File: src/rtl/traffic_pkg.sv
// ---------------------------------------------------------------------------
// traffic_pkg
// Definitions shared by the traffic light controller and its upstream
// request latch: the 7-bit light codes, the lane index constants, the
// decoded-light enum and a helper that maps a raw code onto that enum.
// ---------------------------------------------------------------------------
package traffic_pkg;

  // Raw light codes driven by the controller
  localparam logic [6:0] LIGHT_GREEN  = 7'b0010000;
  localparam logic [6:0] LIGHT_YELLOW = 7'b0010001;
  localparam logic [6:0] LIGHT_RED    = 7'b0101111;

  // Lane indices, shared bit order for detectors, requests and lights
  localparam int LANE_W    = 0;
  localparam int LANE_EL   = 1;
  localparam int LANE_NL   = 2;
  localparam int LANE_E    = 3;
  localparam int NUM_LANES = 4;

  typedef enum logic [1:0] {
    GREEN   = 2'd0,
    YELLOW  = 2'd1,
    RED     = 2'd2,
    INVALID = 2'd3
  } light_t;

  // Anything that is not exactly one of the three legal codes is INVALID.
  function automatic light_t decode_light(input logic [6:0] code);
    light_t result;
    case (code)
      LIGHT_GREEN:  result = GREEN;
      LIGHT_YELLOW: result = YELLOW;
      LIGHT_RED:    result = RED;
      default:      result = INVALID;
    endcase
    return result;
  endfunction

endpackage

File: src/rtl/light_code_decode.sv
// ---------------------------------------------------------------------------
// light_code_decode
// Purely combinational decode of one 7-bit light code into the 2-bit
// light_t enum (GREEN / YELLOW / RED / INVALID).
//
// Ports:
//   code   in  7  raw light code from the controller
//   light  out 2  decoded light
// ---------------------------------------------------------------------------
module light_code_decode
  import traffic_pkg::*;
(
  input  logic [6:0] code,
  output light_t     light
);

  always_comb begin
    light = decode_light(code);
  end

endmodule

File: src/rtl/vehicle_request_latch.sv
// ---------------------------------------------------------------------------
// vehicle_request_latch
// Debounces the four raw vehicle detectors and latches each one as a request
// that is held until the corresponding approach shows green. Also keeps a
// per-lane wait counter with a starvation flag, reports the largest wait,
// and latches a sticky fault on illegal or conflicting light codes.
//
// Optional build macro DET_SYNC_EN: when defined, Det passes through a
// two-flop synchronizer before debounce (request latency grows by 2 edges).
//
// Ports:
//   Clock    in  1       system clock, rising edge
//   Resetn   in  1       asynchronous active-low reset
//   Det      in  4       raw detectors (bit0 W, bit1 EL, bit2 NL, bit3 E)
//   WTL      in  7       W light code
//   ELTL     in  7       EL light code
//   NTL      in  7       NL light code
//   ETL      in  7       E light code
//   Req      out 4       latched requests, same bit order as Det
//   Starve   out 4       per-lane wait >= STARVE_LIM
//   WaitMax  out WAIT_W  largest of the four wait counters
//   Fault    out 1       sticky illegal / conflicting light code
// ---------------------------------------------------------------------------
module vehicle_request_latch
  import traffic_pkg::*;
#(
  parameter int unsigned DEB_CYCLES = 4,
  parameter int unsigned WAIT_W     = 8,
  parameter int unsigned STARVE_LIM = 200
) (
  input  logic              Clock,
  input  logic              Resetn,
  input  logic [3:0]        Det,
  input  logic [6:0]        WTL,
  input  logic [6:0]        ELTL,
  input  logic [6:0]        NTL,
  input  logic [6:0]        ETL,
  output logic [3:0]        Req,
  output logic [3:0]        Starve,
  output logic [WAIT_W-1:0] WaitMax,
  output logic              Fault
);

  localparam logic [3:0]        DEB_MAX    = 4'(DEB_CYCLES);
  localparam logic [WAIT_W-1:0] WAIT_SAT   = '1;
  localparam logic [WAIT_W-1:0] STARVE_THR = WAIT_W'(STARVE_LIM);

  // -------------------------------------------------------------------------
  // Light decode
  // -------------------------------------------------------------------------
  logic [6:0]        code_arr  [NUM_LANES];
  light_t            light_arr [NUM_LANES];
  logic [3:0]        green;
  logic [3:0]        invalid;

  assign code_arr[LANE_W]  = WTL;
  assign code_arr[LANE_EL] = ELTL;
  assign code_arr[LANE_NL] = NTL;
  assign code_arr[LANE_E]  = ETL;

  for (genvar gi = 0; gi < NUM_LANES; gi++) begin : g_decode
    light_code_decode u_decode (
      .code  (code_arr[gi]),
      .light (light_arr[gi])
    );
    assign green[gi]   = (light_arr[gi] == GREEN);
    assign invalid[gi] = (light_arr[gi] == INVALID);
  end

  // -------------------------------------------------------------------------
  // Optional detector synchronizer
  // -------------------------------------------------------------------------
  logic [3:0] det_deb;

`ifdef DET_SYNC_EN
  logic [3:0] det_meta_reg;
  logic [3:0] det_sync_reg;

  always_ff @(posedge Clock or negedge Resetn) begin
    if (!Resetn) begin
      det_meta_reg <= '0;
      det_sync_reg <= '0;
    end else begin
      det_meta_reg <= Det;
      det_sync_reg <= det_meta_reg;
    end
  end

  assign det_deb = det_sync_reg;
`else
  assign det_deb = Det;
`endif

  // -------------------------------------------------------------------------
  // Per-lane debounce, request latch and wait counter
  // -------------------------------------------------------------------------
  logic [WAIT_W-1:0] wait_arr [NUM_LANES];
  logic [3:0]        req_vec;
  logic [3:0]        starve_vec;

  for (genvar gi = 0; gi < NUM_LANES; gi++) begin : g_lane
    logic [3:0]        deb_cnt_reg;
    logic [3:0]        deb_cnt_next;
    logic              req_reg;
    logic              req_next;
    logic [WAIT_W-1:0] wait_reg;
    logic [WAIT_W-1:0] wait_next;
    logic              starve_reg;
    logic              starve_next;
    logic              present;

    // present is taken from the registered count, so Req rises one edge
    // after the count reaches DEB_CYCLES.
    assign present = (deb_cnt_reg == DEB_MAX);

    always_comb begin
      deb_cnt_next = deb_cnt_reg;
      req_next     = req_reg;
      wait_next    = wait_reg;

      // Any low sample restarts the run; saturate once present.
      if (!det_deb[gi]) begin
        deb_cnt_next = '0;
      end else if (deb_cnt_reg != DEB_MAX) begin
        deb_cnt_next = deb_cnt_reg + 4'd1;
      end

      // Green service clears the request even if a vehicle arrives on the
      // same edge; a vehicle still present re-requests once green ends.
      if (green[gi]) begin
        req_next  = 1'b0;
        wait_next = '0;
      end else begin
        if (present) begin
          req_next = 1'b1;
        end
        if (req_reg && (wait_reg != WAIT_SAT)) begin
          wait_next = wait_reg + 1'b1;
        end
      end

      // Computed from the next count so the flag lines up with the counter.
      starve_next = (wait_next >= STARVE_THR);
    end

    always_ff @(posedge Clock or negedge Resetn) begin
      if (!Resetn) begin
        deb_cnt_reg <= '0;
        req_reg     <= 1'b0;
        wait_reg    <= '0;
        starve_reg  <= 1'b0;
      end else begin
        deb_cnt_reg <= deb_cnt_next;
        req_reg     <= req_next;
        wait_reg    <= wait_next;
        starve_reg  <= starve_next;
      end
    end

    assign req_vec[gi]    = req_reg;
    assign starve_vec[gi] = starve_reg;
    assign wait_arr[gi]   = wait_reg;
  end

  assign Req    = req_vec;
  assign Starve = starve_vec;

  // -------------------------------------------------------------------------
  // Largest wait across the lanes (combinational over registered counters)
  // -------------------------------------------------------------------------
  logic [WAIT_W-1:0] wait_max;

  always_comb begin
    wait_max = '0;
    for (int i = 0; i < NUM_LANES; i++) begin
      if (wait_arr[i] > wait_max) begin
        wait_max = wait_arr[i];
      end
    end
  end

  assign WaitMax = wait_max;

  // -------------------------------------------------------------------------
  // Sticky fault
  // Legal green sets are {EL}, {E,W}, {E,NL}, {E} and {}: EL must be green
  // alone, and W / NL must never be green together.
  // -------------------------------------------------------------------------
  logic conflict;
  logic fault_reg;
  logic fault_next;

  assign conflict = (green[LANE_EL] &
                     (green[LANE_W] | green[LANE_NL] | green[LANE_E])) |
                    (green[LANE_W] & green[LANE_NL]);

  assign fault_next = fault_reg | (|invalid) | conflict;

  always_ff @(posedge Clock or negedge Resetn) begin
    if (!Resetn) begin
      fault_reg <= 1'b0;
    end else begin
      fault_reg <= fault_next;
    end
  end

  assign Fault = fault_reg;

endmodule

File: config.mk
export PLATFORM = sky130hd
export DESIGN_NAME = vehicle_request_latch
export DESIGN_NICKNAME = d
export VERILOG_FILES = /design/src/rtl/traffic_pkg.sv /design/src/rtl/light_code_decode.sv /design/src/rtl/vehicle_request_latch.sv
export SDC_FILE = /design/constraint.sdc
export NUM_CORES = 1
export LEC_CHECK = 0
export ABC_CLOCK_PERIOD_IN_PS = 14600
export CAP_MARGIN = 20
export CORE_MARGIN = 4
export CORE_UTILIZATION = 45
export CTS_CLUSTER_SIZE = 28
export DETAILED_ROUTE_END_ITERATION = 16
export DONT_BUFFER_PORTS = 1
export SYNTH_ARGS = -nofsm -noshare
export SYNTH_HDL_FRONTEND = slang
export SYNTH_SLANG_ARGS = --single-unit
export TNS_END_PERCENT = 5
File: constraint.sdc
create_clock -name Clock -period 14.6 [get_ports Clock]
set_input_delay 4.38 -clock Clock [delete_from_list [all_inputs] [get_ports Clock]]
set_output_delay 4.38 -clock Clock [all_outputs]
set_load 0.01 [all_outputs]
==> metrics.txt, run 1 <==
row count=33; Boundary Pins=~50; number of global-route vias before repair=3,234; hold buffer count at cts=0; clk buf depth=2; Syn. warnings=0; Post-Syn Instances=443; Starting Density=between 40 and 50%; Hold Fails Final Rpt=0; Syn-to-layout area delta=7.83%; core area=8380 µm²; Worst R2R End=g_lane[2].starve_reg$_DFF_PN0_; first-pass GRT wire length=15.2 mm; PnR worst setup slack=4100 ps; Critical Path Max Stage Delay=590 ps; H-tree depth=3; CTS tree=built; Critical Path Sink Type=primary output; antenna viol nets, final=0; Tightest Pin Transition=855 ps; Critical Path RT=10,220 ps; unrepaired setup endpoints after global routing=no; Worst R2R Start=g_lane[2].wait_reg[1]$_DFF_PN0_; CP max FO=11; via/cell ratio=5.77; Gates resized, CTS repair=0; DRC=0; Max Transition Viols Final=0; Clock Skew=10.1 ps; WS Path Type=flip-flop to primary output; commonest non-fill, non-tap cell in the layout=dfrtp_1; CTS root buf=clkbuf_8; Post-Syn Area=3970 µm²; Period minus WS final=10,500 ps; dpl hpwl=6.57 mm; ANT cells=0; worst min-delay path class=flip-flop to flip-flop; Hold Path Origin=g_lane[3].deb_cnt_reg[2]$_DFFE_PN0P_; PortBufs=0; DRT iter0 DRCs=141; cells on worst reg2reg path=7; antenna violations before repair=0; pre-CTS setup slack=about 4500 ps; Arrival @ worst endpoint=approximately 6100 ps; Pre-antenna DRT Iters=6; dpl cells=between 500 and 600; max reg flops=32; share of layout cells above drive strength 1=9.64%; slowest CP cell=o22ai_1; CTS sink cnt=57; Yosys reg bits=57; fmax=0.0952 GHz; Routed WL per cell=between 15 and 20 µm; clk_lat worst skew=340 ps; status=finished clean; Hold Path Depth=1; post-synthesis sequential area ratio=between 30% and 40%; clock buffer count from CTS=9; syn_nets=514; final non-filler cell total=551; WHS Endpoint=g_lane[3].deb_cnt_reg[2]$_DFFE_PN0P_; die width=102 µm; NumNets Final=512; count of cell types in the netlist=47; largest net degree at the start of global routing=58; total wire length=8.77 mm; gr ovfl total=0; Die ar.=10,400 µm²; post-CTS setup buffer count=0; most used cell, CP=ha_1; setup TNS=0 ps; Post-Syn Area per Cell=slightly below 9 µm²; GRT Overall Usage=18.4%; Period Utilization, post-route=between 70% and 80%; Die Y=102 µm; Via Count=~3,200; Hold Slack=roughly 510 ps; slew margin rel.=42.8%; Worst R2R Setup Slack=about 13,000 ps; routability cong.=0.824; # setup viols final=0; CTS clock-pin slew for the worst setup and hold paths=70 ps; Max Cap Viol=0; commonest non-fill, non-tap cells in the layout=dfrtp_1 (57), nor2_1 (41), ha_1 (37); startpoint types=flip-flop
[worst max-delay path: cells and delay by family (launching register included)]
kind | cells | cell delay [ps]
AND/OR/NAND/NOR | 12 | 2240
AO/OA/AOI/OAI | 8 | 1940
adder cells (fa/ha/maj) | 4 | 980
flip-flops | 1 | 400
buffers and inverters | 2 | 200
[cells in the mapped netlist (all sizes together)]
library cell	instances	share of area, %
or2	8	1.3
xor2	4	0.88
a222oi	1	0.25
mux2	1	0.38
a21o	4	0.76
o21a	2	0.38
a21oi	34	4.3
nand4	15	2.7
dfrtp	57	36
nor2b	12	1.9
nor3b	2	0.38
or3	1	0.16
o22ai	2	0.32
nand2	22	2.1
a211oi	5	0.95
and4	3	0.79
and2	7	1.1
nand3	29	3.7
o211ai	3	0.57
nor4b	1	0.38
clkbuf	2	0.22
nor2	44	4.4
ha	37	12
mux2i	10	2.5
and4b	1	0.25
inv	30	2.8
nand3b	8	1.5
buf	11	1.9
nor3	22	2.8
o311a	3	0.76
o21ai	11	1.7
nor4	4	0.63
nand2b	5	0.79
o31a	2	0.44
xnor2	17	3.8
a21boi	1	0.19
a31oi	8	1.4
and3	7	1.1
o221a	7	2.0
[layer usage]
layer	GRT usage [%]	routed length (µm)
met5	0	0
met4	6.86	193
met3	4.91	452
met2	28.2	3900
met1	25.0	4230
[per-stage QoR]
step	util, %	instance area [µm²]
after floorplan	-	3970
after global placement	47.9	4010
after detailed placement	47.9	4010
after CTS	51.0	4280
after global routing	51.0	4280
final	51.0	4280
[how the worst max path moves through the flow]
stage | end | cells after the start | slack (ps) | startpoint
after global placement | WaitMax[2] | 26 | 4670 | g_lane[0].wait_reg[0]$_DFF_PN0_
final | WaitMax[1] | 26 | 4100 | g_lane[0].wait_reg[0]$_DFF_PN0_
after detailed placement | WaitMax[1] | 26 | 4500 | g_lane[0].wait_reg[0]$_DFF_PN0_
after floorplan | WaitMax[2] | 28 | 5440 | g_lane[0].wait_reg[0]$_DFF_PN0_
after global routing | WaitMax[1] | 26 | 3530 | g_lane[0].wait_reg[0]$_DFF_PN0_
after CTS | WaitMax[2] | 26 | 4080 | g_lane[0].wait_reg[0]$_DFF_PN0_
[area by class of cell]
| class | instances | area (µm²) |
|---|---|---|
| Fill cell | 774 | 4110 |
| Multi-Input combinational cell | 343 | 2340 |
| Sequential cell | 57 | 1430 |
| Clock buffer | 12 | 165 |
| Tap cell | 105 | 131 |
| Inverter | 30 | 113 |
| Clock inverter | 4 | 97.6 |
[kinds of logic (layout without fill, tap and decap cells)]
| logic type | Yosys count | in the layout | synth area share (%) |
|---|---|---|---|
| adder cells (fa/ha/maj) | 37 | 37 | 11.7 |
| AND/OR/NAND/NOR | 191 | 191 | 25.9 |
| buffers and inverters | 43 | 46 | 4.95 |
| XOR/XNOR | 21 | 21 | 4.64 |
| AO/OA/AOI/OAI | 83 | 83 | 14.0 |
| flip-flops | 57 | 57 | 36.0 |
| multiplexers | 11 | 11 | 2.90 |
Power of run 1 is left out: the tool's default activity adds up to more than one toggle a clock period on the data nets, which glitch-free logic cannot reach.
==> run 2, diff against run 1 <==
ABC_CLOCK_PERIOD_IN_PS = 8980   (was 14600)
clock period = 8.98 ns   (was 14.6 ns; I/O delays follow)
==> metrics.txt, run 2 (synthesis results as in run 1) <==
ANT cells=0 (unchanged); GRT Overall Usage=18.2% (-0.20 points); Starting Density=47.3% (unchanged); CTS root buf=clkbuf_8; startpoint types=flip-flop; post-CTS setup buffer count=0 (unchanged); clock buffer count from CTS=9 (unchanged); routability cong.=0.850 (+3.1%); # setup viols final=0 (unchanged); Clock Skew=12.9 ps (+2.74 ps); CTS tree=built; first-pass GRT wire length=14.9 mm (-1.6%); Area after DPL=4010 µm² (unchanged); Die Y=102 µm (unchanged); Post-Layout Inst Area=4220 µm² (-1.3%); commonest non-fill, non-tap cells in the layout=dfrtp_1 (57), nor2_1 (41), ha_1 (37); share of layout cells above drive strength 1=9.87% (+0.22 points); max reg flops=32 (unchanged); NumNets Final=512 (unchanged); Routed WL per cell=16.3 µm (+2.3%); Hold Slack=522 ps (+10.4 ps); antenna viol nets, final=0 (unchanged); Die ar.=10,400 µm² (unchanged); Pre-antenna DRT Iters=4 (-2); DRC=0 (unchanged); fmax=0.117 GHz; Hold Fails Final Rpt=0 (unchanged); CP max FO=11 (unchanged); Boundary Pins=51 (unchanged); Critical Path Sink Type=primary output; Critical Path RT=6290 ps (-3930 ps); clk buf depth=2 (unchanged); number of global-route vias before repair=3,110 (-3.8%); Max Transition Viols Final=0 (unchanged); commonest non-fill, non-tap cell in the layout=dfrtp_1; worst min-delay path class=flip-flop to flip-flop; Period minus WS final=between 8000 and 9000 ps; WS Path Type=flip-flop to primary output; dpl hpwl=6.56 mm (about the same); H-tree depth=3 (unchanged); total wire length=8.98 mm (+2.3%); Max Cap Viol=0 (unchanged); Worst R2R Start=g_lane[2].wait_reg[1]$_DFF_PN0_; clk_lat worst skew=340 ps (about the same); Via Count=3,173 (-0.19%); Worst R2R Setup Slack=6950 ps (-5630 ps); CTS sink cnt=57 (unchanged); Final Util=50.3% (-0.67 points); final non-filler cell total=551 (unchanged); core area=8380 µm² (unchanged); slew margin rel.=41.9% (-0.92 points); PortBufs=0 (unchanged); largest net degree at the start of global routing=58 (unchanged); row count=33 (unchanged); Worst R2R End=g_lane[2].starve_reg$_DFF_PN0_; CTS clock-pin slew for the worst setup and hold paths=80 ps (about the same); gr ovfl total=0 (unchanged); Tightest Pin Transition=869 ps (+13.8 ps); die width=102 µm (unchanged); DRT iter0 DRCs=124 (-12%); Crit. Startpoint=g_lane[0].wait_reg[0]$_DFF_PN0_; hold buffer count at cts=0 (unchanged); cells on worst reg2reg path=7 (unchanged); Period Utilization, post-route=95.2%; Worst Setup EP=WaitMax[2]; via/cell ratio=5.76 (-0.19%); Syn-to-layout area delta=6.41%; dpl cells=535 (unchanged); antenna violations before repair=0 (unchanged); status=finished clean; Arrival @ worst endpoint=5850 ps (-270 ps)
run 2: worst max-delay path, stage by stage (launching register included):
cell	delay (ps)
dfrtp_1	410
inv_1	110
ha_1	150
nor4b_2	230
nand2_1	80
nand2_1	100
ha_1	240
nor2b_1	130
o211ai_1	190
and3_1	330
nor3_1	80
a21oi_1	320
inv_1	90
ha_1	300
nand4_1	150
nor2_1	90
a211oi_1	470
nor2_4	160
a21o_1	220
ha_1	280
nor2b_1	140
o211ai_1	160
a21oi_1	100
o22ai_2	350
nand2_1	280
o221a_2	360
run 2: cell type report:
class,instances,area [µm²]
Fill cell,791,4160
Tap cell,105,131
Clock inverter,6,57.6
Clock buffer,10,138
Multi-Input combinational cell,343,2350
Sequential cell,57,1430
Inverter,30,113
run 2: per-stage QoR:
stage | worst slack [ps] | TNS (ps)
2_1_floorplan | 1510 | 0
3_3_place_gp | 705 | 0
3_5_place_dp | 503 | 0
4_1_cts | 96.8 | 0
5_1_grt | -9.94 | -24.8
6_report | 435 | 0
run 2: per-layer routing:
layer	global-route usage (%)	up-vias	share of wire (%)
li1	-	1587	-
met1	25.3	1500	48
met2	27.6	74	46
met3	4.44	12	4.7
met4	6.76	0	1.6
met5	0	-	0
run 2: worst min path at each step:
stage | startpoint | endpoint | slack (ps) | depth (start not counted)
detailed placement | g_lane[0].deb_cnt_reg[2]$_DFFE_PN0P_ | g_lane[0].deb_cnt_reg[2]$_DFFE_PN0P_ | 510 | 1
finish | g_lane[0].deb_cnt_reg[2]$_DFFE_PN0P_ | g_lane[0].deb_cnt_reg[2]$_DFFE_PN0P_ | 520 | 1
floorplan | g_lane[0].deb_cnt_reg[2]$_DFFE_PN0P_ | g_lane[0].deb_cnt_reg[2]$_DFFE_PN0P_ | 470 | 1
CTS | g_lane[0].deb_cnt_reg[2]$_DFFE_PN0P_ | g_lane[0].deb_cnt_reg[2]$_DFFE_PN0P_ | 520 | 1
global placement | g_lane[3].deb_cnt_reg[2]$_DFFE_PN0P_ | g_lane[3].deb_cnt_reg[2]$_DFFE_PN0P_ | 500 | 1
global route | g_lane[3].deb_cnt_reg[2]$_DFFE_PN0P_ | g_lane[3].deb_cnt_reg[2]$_DFFE_PN0P_ | 560 | 1
run 2: timing repair:
item,CTS,global route
gates resized for setup,0,2
endpoints found under the hold margin,0,0
endpoints found under the setup margin,0,7
Power of run 2 is left out for the same reason.
